`src/rtl/fifolanerd_if.sv`:
```
// rtl/fifolanerd_if.sv - upstream word FIFO and downstream lane handshake bundle
interface fifolanerd_if #(
    parameter int WIDTH = 32,
    parameter int CNTW  = 5
);
    logic               fifordy;
    logic [WIDTH-1:0]   fifodout;
    logic               fifoget;
    logic [2*WIDTH-1:0] lane;
    logic               lanevld;
    logic               laneget;
    logic               blkend;
    logic [CNTW-1:0]    lanecnt;
    logic               rderr;

    modport master (
        input  fifordy, fifodout, laneget,
        output fifoget, lane, lanevld, blkend, lanecnt, rderr
    );

    modport slave (
        output fifordy, fifodout, laneget,
        input  fifoget, lane, lanevld, blkend, lanecnt, rderr
    );
endinterface

```
`src/rtl/fifolanerd.sv`:
```
// rtl/fifolanerd.sv - pairs upstream FIFO words into 2*WIDTH lanes, counted per absorb block
module fifolanerd #(
    parameter int WIDTH = 32,
    parameter int LANES = 17,
    parameter int CNTW  = 5
) (
    input  logic          clk,
    input  logic          rst,
    input  logic          flush,
    fifolanerd_if.master  bus
);
    typedef enum logic [1:0] {WLO, WHI, OUT} state_t;

    localparam logic [CNTW-1:0] LAST = CNTW'(LANES - 1);

    state_t             state;
    logic [2*WIDTH-1:0] lane_q;
    logic               vld_q;
    logic [CNTW-1:0]    cnt_q;
    logic               err_q;
    logic               xfer;

    // Accepting the held lane frees the low half in the same cycle.
    assign xfer = bus.fifordy & ~rst & ~flush &
                  ((state == WLO) | (state == WHI) | ((state == OUT) & bus.laneget));

    assign bus.fifoget = xfer;
    assign bus.lane    = lane_q;
    assign bus.lanevld = vld_q;
    assign bus.lanecnt = cnt_q;
    assign bus.blkend  = vld_q & (cnt_q == LAST);
    assign bus.rderr   = err_q & ~rst;

    always_ff @(posedge clk) begin
        if (rst) begin
            state  <= WLO;
            lane_q <= '0;
            vld_q  <= 1'b0;
            cnt_q  <= '0;
            err_q  <= 1'b0;
        end else if (flush) begin
            // lane bits are kept; a partial low word is simply forgotten
            state <= WLO;
            vld_q <= 1'b0;
            cnt_q <= '0;
            err_q <= 1'b0;
        end else begin
            err_q <= bus.laneget & ~vld_q;
            case (state)
                WLO: begin
                    if (xfer) begin
                        lane_q[WIDTH-1:0] <= bus.fifodout;
                        state             <= WHI;
                    end
                end
                WHI: begin
                    if (xfer) begin
                        lane_q[2*WIDTH-1:WIDTH] <= bus.fifodout;
                        vld_q                   <= 1'b1;
                        state                   <= OUT;
                    end
                end
                OUT: begin
                    if (bus.laneget) begin
                        cnt_q <= (cnt_q == LAST) ? '0 : cnt_q + 1'b1;
                        vld_q <= 1'b0;
                        if (xfer) begin
                            lane_q[WIDTH-1:0] <= bus.fifodout;
                            state             <= WHI;
                        end else begin
                            state <= WLO;
                        end
                    end
                end
                default: begin
                    state <= WLO;
                    vld_q <= 1'b0;
                end
            endcase
        end
    end
endmodule

```
`src/flat_wrapper.sv`:
```
// flat-port wrapper written by rule: the top's interface ports become plain ports
module fifolanerd_flat 
#(
    parameter int WIDTH = 32,
    parameter int LANES = 17,
    parameter int CNTW  = 5
)
  (clk, rst, flush, bus_fifordy, bus_fifodout, bus_laneget, bus_fifoget, bus_lane, bus_lanevld, bus_blkend, bus_lanecnt, bus_rderr);
  fifolanerd_if #(.WIDTH(WIDTH), .CNTW(CNTW)) bus_i ();
  input  logic clk;
  input  logic rst;
  input  logic flush;
  input wire logic [$bits(bus_i.fifordy)-1:0] bus_fifordy;
  input wire logic [$bits(bus_i.fifodout)-1:0] bus_fifodout;
  input wire logic [$bits(bus_i.laneget)-1:0] bus_laneget;
  output wire logic [$bits(bus_i.fifoget)-1:0] bus_fifoget;
  output wire logic [$bits(bus_i.lane)-1:0] bus_lane;
  output wire logic [$bits(bus_i.lanevld)-1:0] bus_lanevld;
  output wire logic [$bits(bus_i.blkend)-1:0] bus_blkend;
  output wire logic [$bits(bus_i.lanecnt)-1:0] bus_lanecnt;
  output wire logic [$bits(bus_i.rderr)-1:0] bus_rderr;
  assign bus_i.fifordy = bus_fifordy;
  assign bus_i.fifodout = bus_fifodout;
  assign bus_i.laneget = bus_laneget;
  assign bus_fifoget = bus_i.fifoget;
  assign bus_lane = bus_i.lane;
  assign bus_lanevld = bus_i.lanevld;
  assign bus_blkend = bus_i.blkend;
  assign bus_lanecnt = bus_i.lanecnt;
  assign bus_rderr = bus_i.rderr;
  fifolanerd #(.WIDTH(WIDTH), .LANES(LANES), .CNTW(CNTW)) u_core (.clk(clk), .rst(rst), .flush(flush), .bus(bus_i));
endmodule
```
`config.mk`:
```
export PLATFORM = sky130hd
export DESIGN_NAME = fifolanerd_flat
export DESIGN_NICKNAME = d
export VERILOG_FILES = /design/src/rtl/fifolanerd_if.sv /design/src/rtl/fifolanerd.sv /design/src/flat_wrapper.sv
export SDC_FILE = /design/constraint.sdc
export NUM_CORES = 1
export LEC_CHECK = 0
export BUFFER_PORTS_ARGS = -buffer_cell sky130_fd_sc_hd__buf_4
export CAP_MARGIN = 20
export CORE_ASPECT_RATIO = 0.7
export CORE_MARGIN = 5
export CORE_UTILIZATION = 44
export DETAILED_ROUTE_END_ITERATION = 8
export PLACE_DENSITY = 0.82
export SYNTH_ARGS = -nofsm -noshare
export SYNTH_HDL_FRONTEND = slang
export SYNTH_SLANG_ARGS = --single-unit
```
`constraint.sdc`:
```
create_clock -name clk -period 1.5 [get_ports clk]
set_input_delay 0.075 -clock clk [delete_from_list [all_inputs] [get_ports clk]]
set_output_delay 0.075 -clock clk [all_outputs]
set_load 0.005 [all_outputs]
```
# Word-level counts from Yosys, hierarchy flattened

Index checks and enable logic that the tools add are counted.

Flip-flop bits (word level): 73
Bits of input ports: 37
Output and inout bits: 73

Add/subtract/negate cells: 1
Equal/unequal tests: 6
Muxes and demuxes: 12
Bitwise gates (word level): 13
Reductions and logical operators: 8

Operators with widths:

| cell                                           | count |
|---|---|
| two-way mux 32 bit                             | 2 |
| one-hot mux 32 bit (2 select lines)            | 1 |
| AND reduction 3 bit                            | 4 |
| AND 1 bit                                      | 7 |
| two-way mux 2 bit                              | 3 |
| != test 2 bit (second input constant)          | 3 |
| one-hot mux 2 bit (3 select lines)             | 1 |
| adder 5 x 1 -> 5 bit (second input constant)   | 1 |
| == test 5 bit (second input constant)          | 1 |
| two-way mux 5 bit                              | 1 |
| inverter 1 bit                                 | 4 |
| two-way mux 1 bit                              | 3 |
| one-hot mux 1 bit (3 select lines)             | 1 |
| == test 2 x 1 -> 1 bit (second input constant) | 1 |
| == test 2 bit (second input constant)          | 1 |
| zero test 2 bit                                | 1 |
| OR 1 bit                                       | 2 |
| AND reduction 2 bit                            | 1 |
| nonzero test 2 bit                             | 1 |
| OR reduction 2 bit                             | 1 |

# Longest topological paths before layout

Depth in word-level cells: 7
Gate-level depth with buffers: 6

# Least setup slack after synthesis

OpenSTA, ideal clock, no wires.

Path kind: register to register
From: reg u_core.state[0]
To: reg u_core.lane_q[10] (netlist: u_core.bus.lane[10])
Library setup time: 132 ps
Arrival time: 1316 ps
Data required time: 1368 ps
Path slack: 52 ps
Cell stages (with the launch flop): 6
Path buffers: 2
Period minus slack after synthesis: 1448 ps
Cell sequence: dfxtp_1 -> buf_6 -> or4b_4 -> buf_6 -> o21ai_1 -> a21oi_1

Longest elaborated chain between the ends: 7
Elaborated cells between the ends (all ways): 13

Ends and longest elaborated chain:

| item                                                 | RTL line         | text |
|---|---|---|
| start, declared                                      | fifolanerd.sv:16 | `state_t state;` |
| start signal, assigned                               | fifolanerd.sv:36 | `state <= WLO;` |
| start signal, assigned                               | fifolanerd.sv:43 | `state <= WLO;` |
| start signal, assigned                               | fifolanerd.sv:53 | `state <= WHI;` |
| == test 2 x 1 -> 1 bit, or another cell as far along | fifolanerd.sv:25 | `((state == WLO) \| (state == WHI) \| ((state == OUT) & bus.laneget));` |
| OR 1 bit or AND 1 bit (tied branches)                | fifolanerd.sv:25 |  |
| OR 1 bit                                             | fifolanerd.sv:25 |  |
| AND 1 bit                                            | fifolanerd.sv:24 | `assign xfer = bus.fifordy & ~rst & ~flush &` |
| two-way mux 32 bit (2 in a row)                      | --               |  |
| one-hot mux 32 bit (2 select lines)                  | fifolanerd.sv:49 | `case (state)` |
| end signal, assigned by index                        | fifolanerd.sv:52 | `lane_q[WIDTH-1:0] <= bus.fifodout;` |
| end signal, assigned by index                        | fifolanerd.sv:58 | `lane_q[2*WIDTH-1:WIDTH] <= bus.fifodout;` |
| end signal, assigned by index                        | fifolanerd.sv:68 | `lane_q[WIDTH-1:0] <= bus.fifodout;` |
| end, declared                                        | fifolanerd.sv:17 | `logic [2*WIDTH-1:0] lane_q;` |

Several ways; a longest one is shown, not always the timed one. The select of a mux whose other input is x is not followed.
A chain may end at the register's enable or synchronous reset.

# Final worst setup path

From: reg u_core.state[0]
To: reg u_core.lane_q[20] (netlist: u_core.bus.lane[20])

The elaborated chain is that of the path after synthesis.

==> qor.csv <==
metric,value,unit
maximum clock path buffer count,2,
floorplan core area,6340,um^2
routed length per instance,16.9,um
total of buffers placed on input and output ports,109,
Final Instance Count excl. Fillers,577,
io pins,110,
worst hold path stage count,3,
hold violation count in the final report,0,
outcome,completed,
Final Total Pwr,4.44,mW
period utilization,97.7,%
worst path arrival time,1670,ps
initial antenna violation count,0,
mean number of vias per cell,5.41,
maximum fanout along the worst path,32,
post-synthesis cell count,348,
total clock sinks,73,
WHS Endpoint,u_core.bus.lane[29],
biggest area contributors in the synthesized netlist,"sky130_fd_sc_hd__dfxtp_1, sky130_fd_sc_hd__a21oi_1, sky130_fd_sc_hd__nand3_1",
Crit Path Category,reg -> reg,
Critical Path RT,1710,ps
detailed router's first-iteration violation count,191,
number of filler cells placed in the layout,515,
post-route cell area,4430,um^2
TritonCTS clock tree,built,
total of endpoints with negative setup slack in the final report,0,
maximum number of pins on one net before global-route repair,54,
Synth Cell Area,2930,um^2
met2 layer usage reported by global route,38.9,%
slew margin rel.,63.7,%
setup repair after global routing missed its margin,yes,
worst hold path type,in -> reg,
post-synthesis net count,387,
HPWL after detailed placement,6530,um
number of global-route vias before repair,3101,
CTS Root Buffer Type,sky130_fd_sc_hd__clkbuf_8,
Syn Area/Cell,8.42,um^2
warnings from Yosys,0,
Crit. End Element,flip-flop,
area growth from synthesis to final layout,51.2,%
leftover overflow at the end of global routing,0,
number of CTS-inserted buffers,9,
number of vias in the routed layout,3124,
reg2reg path depth,3,
number of distinct library cells after synthesis,31,
Initial DRT Pass Iterations,4,
first-pass GRT wire length,15500,um
standard-cell rows,24,
starting utilization of the core area,46.2,%
final critical path time including I/O delays and setup,1470,ps
top cell type by total area after synthesis,sky130_fd_sc_hd__dfxtp_1,
Overall Global Routing Usage,22.9,%
DP Area,3830,um^2
max frequency,683,MHz
ratio of cells with drive above 1 in the final layout,32.3,%
"FF+latch count, synth",73,
post-layout net count,520,
worst vdd rail ir drop,0.000691,V
Hold Crit Start,bus_fifodout[29],
slack of the worst reg-to-reg path,30,ps
Total Wirelength,9780,um
Die W,108,um
height of the die,78.3,um
number of maximum-capacitance constraint violations,0,
Antenna Nets Post-Route,0,
layer with the highest usage,met2,
endpoint of the worst-slack reg-to-reg timing path,u_core.bus.lane[20],
Clock transition at path regs,80,ps
DRC violation count after routing,0,
number of max-slew violations in the final report,0,
Min Hold Slack,13.4,ps
power per cell area,1000,nW/um^2
ant diodes,0,
H-tree levels,3,
maximum clock skew at final layout,6.98,ps
latest clock arrival within the worst-skew pair,340,ps
sort of element at the start of the critical path,flip-flop,
Crit Reg-Reg Startpoint,u_core.state[0],
area of the die,8420,um^2
M3 GR Usage,7.54,%
cell leakage power,1.75,nW
routability cong.,0.825,
sequential cell area fraction in the yosys report,49.9,%
Final Core Density,69.9,%
transition time at the pin with the least slew margin,545,ps
number of cells in the design after placement,530,
portion of synthesized cell area occupied by the leading cell type,49.9,%
M1 GR Usage,28.0,%
Yosys cell counts:
cell type                   count
sky130_fd_sc_hd__o21ai_0       16
sky130_fd_sc_hd__a21oi_1       68
sky130_fd_sc_hd__o21a_1         1
sky130_fd_sc_hd__o32ai_1        1
sky130_fd_sc_hd__clkbuf_1      21
sky130_fd_sc_hd__nand2_1        4
sky130_fd_sc_hd__or2_2          1
sky130_fd_sc_hd__ha_1           2
sky130_fd_sc_hd__nor2b_1        4
sky130_fd_sc_hd__buf_2         12
sky130_fd_sc_hd__nand3_1       68
sky130_fd_sc_hd__or4b_4         1
sky130_fd_sc_hd__o21ai_1       49
sky130_fd_sc_hd__a311oi_1       2
sky130_fd_sc_hd__dfxtp_1       73
sky130_fd_sc_hd__xnor2_1        1
sky130_fd_sc_hd__and3b_2        1
sky130_fd_sc_hd__nor2_1         3
sky130_fd_sc_hd__o22ai_1        1
sky130_fd_sc_hd__a31oi_1        1
sky130_fd_sc_hd__nand4bb_1      1
sky130_fd_sc_hd__buf_6          4
sky130_fd_sc_hd__a41oi_1        1
sky130_fd_sc_hd__nand3b_1       2
sky130_fd_sc_hd__inv_1          3
sky130_fd_sc_hd__nor3b_1        1
sky130_fd_sc_hd__nor4b_4        1
sky130_fd_sc_hd__or3b_1         1
sky130_fd_sc_hd__or3_1          1
sky130_fd_sc_hd__nand2b_1       2
sky130_fd_sc_hd__nor3b_2        1
placed cells by master (no fill, tap or decap), drive strengths merged:
cell         netlist  final
a31oi              1      1
dfxtp             73     73
a311oi             2      2
o21ai             65     65
nand2              4      4
or2                1      1
nand2b             2      2
or3b               1      1
o22ai              1      1
o32ai              1      1
buf               16    129
o21a               1      1
nor4b              1      1
nor3b              2      2
nand3b             2      2
nor2b              4      4
inv                3      3
clkinvlp           0      1
a21oi             68     68
or4b               1      1
or3                1      1
bufinv             0      3
nand3             68     68
and3b              1      1
nor2               3      3
xnor2              1      1
nand4bb            1      1
a41oi              1      1
dlygate4sd3        0     30
clkbuf            21     12
ha                 2      2
kinds of logic (layout without fill, tap and decap cells):
| family | count (synthesis) | count (layout) | synth area share [%] |
|---|---|---|---|
| AO/OA/AOI/OAI | 140 | 140 | 24.6 |
| flip-flops | 73 | 73 | 49.9 |
| AND/OR/NAND/NOR | 92 | 92 | 17.7 |
| adder cells (fa/ha/maj) | 2 | 2 | 0.854 |
| XOR/XNOR | 1 | 1 | 0.299 |
| buffers and inverters | 40 | 178 | 6.66 |
layout make-up:
class | instances | area (um^2) | area share (%)
timing repair buffer | 159 | 1270 | 28.7
clock inverter | 4 | 97.6 | 2.20
clock buffer | 12 | 165 | 3.73
multi-input combinational | 235 | 1310 | 29.5
inverter | 3 | 11.3 | 0.254
tap | 91 | 114 | 2.57
sequential | 73 | 1460 | 33.0
power breakdown:
group          leakage, nW  internal, mW  switching, mW
combinational         1.03         0.231          0.226
sequential           0.592          1.98         0.0241
clock                0.129          1.24          0.738
total                 1.75          3.45          0.988
sequential cells by signal, summed over array words and instances, names as in the netlist:
name / flops
u_core.bus.lane: 64
u_core.bus.lanecnt: 5
u_core.bus.lanevld: 1
u_core.err_q: 1
u_core.state: 2
per-layer routing:
layer  part of all wire (%)  up-vias
li1                       -     1519
met1                     43     1463
met2                     47      130
met3                    9.2       12
met4                   0.98        0
met5                      0        -
stage by stage:
step | TNS [ps] | setup slack, ps
floorplan | 0 | 51.9
global placement | 0 | 32.9
detailed placement | -0.817 | -0.817
CTS | 0 | 8.05
global route | -256 | -35.9
finish | 0 | 34.8
how the worst max path moves through the flow:
stage | start | endpoint
after detailed placement | u_core.state[0] | u_core.bus.lane[21]
after CTS | u_core.state[0] | u_core.bus.lane[20]
final | u_core.state[0] | u_core.bus.lane[20]
after floorplan | u_core.state[0] | u_core.bus.lane[10]
after global routing | u_core.state[0] | u_core.bus.lane[8]
after global placement | u_core.state[0] | u_core.bus.lane[0]
critical path, stage by stage, from the launching register on:
cell and delay [ps]:
sky130_fd_sc_hd__dfxtp_1 320, sky130_fd_sc_hd__or4b_4 680, sky130_fd_sc_hd__o21ai_1 220, sky130_fd_sc_hd__a21oi_1 100
timing repair:
item | 4_1_cts | 5_1_grt
pin swaps | 1 | 0
setup buffers | 0 | 1
resized for setup | 1 | 5
hold buffers | 29 | 1
endpoints found under the hold margin | 49 | 2
endpoints found under the setup margin | 3 | 23
No activity file was read; power rests on OpenSTA's default activity.
